<file path="src/rtl/gpio_wb_arbiter.sv">
// Round-robin arbiter sharing one classic Wishbone slave port between NUM_REQ requesters; grant 1 cycle after request, done 1 cycle after ack/err.
// Requesters stall on gnt_o/done_o; the slave stalls via wbm_ack_i. Optional bus timeout is enabled by defining GPIO_ARB_TIMEOUT_EN.
module gpio_wb_arbiter #(
  parameter int NUM_REQ = 4,
  parameter int AW      = 8,
  parameter int DW      = 32,
  parameter int TMO_CYC = 255
) (
  input  logic                    wb_clk_i,
  input  logic                    wb_rst_ni,
  input  logic [NUM_REQ-1:0]      req_i,
  input  logic [NUM_REQ-1:0]      req_we_i,
  input  logic [NUM_REQ*AW-1:0]   req_adr_i,
  input  logic [NUM_REQ*DW-1:0]   req_dat_i,
  input  logic [NUM_REQ*DW/8-1:0] req_sel_i,
  output logic [NUM_REQ-1:0]      gnt_o,
  output logic [NUM_REQ-1:0]      done_o,
  output logic [NUM_REQ-1:0]      err_o,
  output logic [DW-1:0]           rdata_o,
  output logic                    wbm_cyc_o,
  output logic                    wbm_stb_o,
  output logic                    wbm_we_o,
  output logic [AW-1:0]           wbm_adr_o,
  output logic [DW-1:0]           wbm_dat_o,
  output logic [DW/8-1:0]         wbm_sel_o,
  input  logic [DW-1:0]           wbm_dat_i,
  input  logic                    wbm_ack_i,
  input  logic                    wbm_err_i
);

  localparam int PW = (NUM_REQ > 1) ? $clog2(NUM_REQ) : 1;
  localparam int SW = DW / 8;

  typedef enum logic [1:0] {IDLE, BUS, RESP} state_t;

  state_t        state, state_nxt;
  logic [PW-1:0] rr_ptr, win, win_nxt;
  logic          any_req;
  logic          tmo_hit;
  logic          bus_end, bus_err;

  // First requester at or after rr_ptr, wrapping modulo NUM_REQ.
  always_comb begin
    int idx;
    any_req = 1'b0;
    win_nxt = '0;
    idx     = 0;
    for (int i = 0; i < NUM_REQ; i++) begin
      idx = int'(rr_ptr) + i;
      if (idx >= NUM_REQ) idx = idx - NUM_REQ;
      if (!any_req && req_i[idx]) begin
        any_req = 1'b1;
        win_nxt = PW'(idx);
      end
    end
  end

`ifdef GPIO_ARB_TIMEOUT_EN
  localparam int CW = ($clog2(TMO_CYC + 1) > 8) ? $clog2(TMO_CYC + 1) : 8;
  logic [CW-1:0] tmo_cnt;

  always_ff @(posedge wb_clk_i or negedge wb_rst_ni) begin
    if (!wb_rst_ni) begin
      tmo_cnt <= '0;
    end else if (state == BUS) begin
      tmo_cnt <= tmo_cnt + CW'(1);
    end else begin
      tmo_cnt <= '0;
    end
  end

  // Fires in the TMO_CYC-th BUS cycle so cyc drops after exactly TMO_CYC cycles.
  assign tmo_hit = (tmo_cnt == CW'(TMO_CYC - 1));
`else
  assign tmo_hit = 1'b0;
`endif

  assign bus_err = wbm_err_i | tmo_hit;
  assign bus_end = wbm_ack_i | bus_err;

  always_ff @(posedge wb_clk_i or negedge wb_rst_ni) begin
    if (!wb_rst_ni) state <= IDLE;
    else            state <= state_nxt;
  end

  always_comb begin
    state_nxt = state;
    case (state)
      IDLE:    if (any_req) state_nxt = BUS;
      BUS:     if (bus_end) state_nxt = RESP;
      RESP:    state_nxt = IDLE;
      default: state_nxt = IDLE;
    endcase
  end

  always_ff @(posedge wb_clk_i or negedge wb_rst_ni) begin
    if (!wb_rst_ni) begin
      gnt_o     <= '0;
      done_o    <= '0;
      err_o     <= '0;
      rdata_o   <= '0;
      wbm_cyc_o <= 1'b0;
      wbm_stb_o <= 1'b0;
      wbm_we_o  <= 1'b0;
      wbm_adr_o <= '0;
      wbm_dat_o <= '0;
      wbm_sel_o <= '0;
      rr_ptr    <= '0;
      win       <= '0;
    end else begin
      done_o <= '0;
      err_o  <= '0;
      case (state)
        IDLE: begin
          if (any_req) begin
            gnt_o     <= NUM_REQ'(1) << win_nxt;
            win       <= win_nxt;
            wbm_cyc_o <= 1'b1;
            wbm_stb_o <= 1'b1;
            wbm_we_o  <= req_we_i[win_nxt];
            wbm_adr_o <= req_adr_i[int'(win_nxt)*AW +: AW];
            wbm_dat_o <= req_dat_i[int'(win_nxt)*DW +: DW];
            wbm_sel_o <= req_sel_i[int'(win_nxt)*SW +: SW];
          end
        end
        BUS: begin
          if (bus_end) begin
            wbm_cyc_o <= 1'b0;
            wbm_stb_o <= 1'b0;
            done_o    <= gnt_o;
            err_o     <= bus_err ? gnt_o : '0;
            // A timeout carries no slave data, so only real responses update rdata.
            if (!wbm_we_o && (wbm_ack_i || wbm_err_i)) rdata_o <= wbm_dat_i;
          end
        end
        RESP: begin
          gnt_o  <= '0;
          rr_ptr <= (win == PW'(NUM_REQ - 1)) ? '0 : win + PW'(1);
        end
        default: ;
      endcase
    end
  end

endmodule

</file>
<file path="config.mk">
export PLATFORM = sky130hd
export DESIGN_NAME = gpio_wb_arbiter
export DESIGN_NICKNAME = d
export VERILOG_FILES = /design/src/rtl/gpio_wb_arbiter.sv
export SDC_FILE = /design/constraint.sdc
export NUM_CORES = 1
export LEC_CHECK = 0
export CAP_MARGIN = 20
export CORE_MARGIN = 10
export CORE_UTILIZATION = 32
export CTS_CLUSTER_DIAMETER = 100
export DETAILED_ROUTE_END_ITERATION = 12
export PLACE_DENSITY = 0.84
export REMOVE_ABC_BUFFERS = 1
export SLEW_MARGIN = 25
export SYNTH_ARGS = -nofsm -noshare
export SYNTH_HDL_FRONTEND = slang
export SYNTH_SLANG_ARGS = --single-unit
</file>
<file path="constraint.sdc">
create_clock -name wb_clk_i -period 1.7 [get_ports wb_clk_i]
set_input_delay 0.17 -clock wb_clk_i [delete_from_list [all_inputs] [get_ports wb_clk_i]]
set_output_delay 0.17 -clock wb_clk_i [all_outputs]
set_load 0.05 [all_outputs]
</file>
==> metrics <==
Yosys cell types 32; FMAX 541 MHz; Reg power frac 23.7%; Switching Share 48.9%; Max Slew Vio Count 0; via/cell ratio 5.33; DRT iter0 DRCs 386; Worst Skew 0.00967 ns; antenna violations before repair 0; Synth top area share 53.6%; # setup viols final 45; Ant. Diodes 0; required time of the worst setup path 1.90 ns; CTS max path bufs 2; FF-to-FF Start rr_ptr[1]; combinational power share 63.7%; Initial DRT Pass Iterations 7; final worst setup slack -0.148 ns; Synth Instances 415; clock slew at reported path FFs 0.06 ns; multi-input logic area 0.00193 mm^2; worst reg2reg path depth 6; crit path capture wbm_dat_o[27]; Vias 4987; global route hottest layer met2; CTS tree built; CP endpoint kind register; drt drc 0; core area 0.0138 mm^2; status finished, violations left; Seq. cell area 0.00240 mm^2; yosys warns 0; Power Dens Cells 2010 mW/mm^2; TritonCTS Buffers 9; Post-synth top flop dfrtp_1; met1 usage in global routing 22.7%; Max-cap violations 0; setup_tns -3.28 ns; Routability Congestion 0.856; Clk Latency, worst-skew pair 0.34 ns; crit path launch rr_ptr[1]; P_sw 8.40 mW; Clk pwr share 12.6%; hold slack final 0.407 ns; Rel. slew slack 63.6%; Critical Path Start Type register; fraction of registers with async set/reset 100%; leading area contributor after synthesis dfrtp_1; Tcrit/Tclk final 109%; Post-synth EDFFs 0; Routed Antenna Nets 0; Yosys reg bits 96; final wirelength 21.2 mm; Die Y 138 um; RR Endpoint wbm_dat_o[27]; routing usage on met2 33.4%; Avg Inst Size Synth 10.8 um^2; Leak 3.80 nW; Non-Filler Instances 935; CTS Root Cell clkbuf_16; CP Data Arrival Time 2.05 ns; sequential fraction of the synthesis area 53.6%; share of layout cells above drive strength 1 21.1%; global route total overflow 0; RSZ-0062 raised after global routing true; failing checks setup timing; crit-path max FO 45; # fillers 1057; Ports 311; die width 138 um; most common cell after layout, fill and taps aside clkdlybuf4s50_1; Port Buffer Count 310; met3 GRT Util 7.57%; dpl hpwl 15.0 mm; Post-Syn Area 0.00448 mm^2; Cells after DPL 903; clk sink count 96; first-pass GRT wire length 30.6 mm; R2R setup slack -0.15 ns; site row count 43; nets@finish 971; worst min path class primary input to async pin; htree depth 3; largest net degree at the start of global routing 97; Pint 8.79 mW; die footprint 0.0191 mm^2; final core utilization 61.9%; Final Cell Area 0.00856 mm^2; area growth from synthesis to layout 91.0%; commonest cells after routing, fill and taps aside 224 x clkdlybuf4s50_1, 95 x dfrtp_1, 94 x a21oi_1, 79 x buf_4, 50 x nor2_1; Tmin final 1.85 ns; Area contributors post-synth dfrtp_1 54%, a21oi_1 11%, a222oi_1 10%; Least-Margin Pin Slew 0.546 ns; Peak supply drop 1.03 mV; dpl cell area 0.00787 mm^2; initial core utilization 32.4%; Avg WL per Cell 22.7 um; Final Hold Vio Count 0; GRT Overall Usage 19.8%; vias in the first global route 5306; worst setup path class register to register
[worst min path at each step]
stage	startpoint	endpoint	slack, ns
after global placement	wb_rst_ni	rdata_o[30]	0.26
after CTS	req_dat_i[73]	wbm_dat_o[9]	0.43
after global routing	wbm_dat_i[24]	rdata_o[24]	0.44
final	wb_rst_ni	rdata_o[6]	0.41
after floorplan	wb_rst_ni	done_o[0]	-0.13
after detailed placement	wb_rst_ni	rdata_o[6]	0.27
[synth_stat cells (2+ instances only)]
master    instances
nand2_1          15
a21oi_1          95
clkbuf_1          4
a222oi_1         45
buf_6             6
and2_1            8
buf_2            24
o21ai_0           9
dfrtp_1          96
nor2_1           51
inv_1             4
nor3_1            2
buf_4             2
nand2b_1          2
a22oi_1           4
mux2_2           32
[repair_timing]
action                                  4_1_cts  5_1_grt
pin swaps                                    33       47
hold buffers                                  1        0
cloned                                        2        5
hold endpoints to repair                     96        0
endpoints found under the setup margin       54       72
gates resized for setup                      18       39
buffers inserted                              4        4
[worst max-delay path: stages, from the launching register on]
cell and delay (ns):
dfrtp_2 0.44, buf_4 0.16, o21ai_0 0.15, o211a_4 0.21
buf_12 0.17, a222oi_1 0.42, a21oi_1 0.13
[per-layer routing]
layer	wire [um]	vias up	share of wire, %
met5	0	-	0
met4	304	0	1.4
met3	2120	22	10
met2	10600	312	50
met1	8180	2402	39
li1	-	2251	-
[layout make-up]
cell class                      count  share of cell area (%)
Sequential cell                    96                    28.1
Clock buffer                       10                    2.67
Tap cell                          180                    2.63
Timing Repair Buffer              360                    42.8
Inverter                            4                   0.175
Multi-Input combinational cell    279                    22.6
Clock inverter                      6                    1.05
[registers in the layout, summed over array words and instances, names as in the netlist]
| signal | cells |
|---|---|
| done_o | 4 |
| err_o | 4 |
| gnt_o | 4 |
| rdata_o | 32 |
| rr_ptr | 2 |
| state | 2 |
| wbm_adr_o | 8 |
| wbm_dat_o | 32 |
| wbm_sel_o | 4 |
| wbm_stb_o | 1 |
| wbm_we_o | 1 |
| win | 2 |
[per-stage QoR]
stage | worst slack, ns | power (mW)
after floorplan | -1.32 | 10.3
after global placement | -0.377 | 14.3
after detailed placement | -0.478 | 14.6
after CTS | -0.0482 | 17.0
after global routing | -0.200 | 18.1
final | -0.148 | 17.2
[logic make-up after synthesis]
family                   count (synthesis)  share of synthesized area [%]
multiplexers                            33                           8.29
AO/OA/AOI/OAI                          160                           23.8
flip-flops                              96                           53.6
buffers and inverters                   40                           5.19
AND/OR/NAND/NOR                         85                           8.88
adder cells (fa/ha/maj)                  1                          0.279
[power groups by stage]
| stage | registers [mW] | logic [mW] | clock network [mW] |
|---|---|---|---|
| 2_1_floorplan | 7.66 | 2.65 | 0 |
| 3_3_place_gp | 4.05 | 10.3 | 0 |
| 3_5_place_dp | 4.14 | 10.5 | 0 |
| 4_1_cts | 4.10 | 10.7 | 2.23 |
| 5_1_grt | 4.21 | 11.5 | 2.32 |
| 6_report | 4.08 | 10.9 | 2.17 |
(Power assumes the default switching activity.)
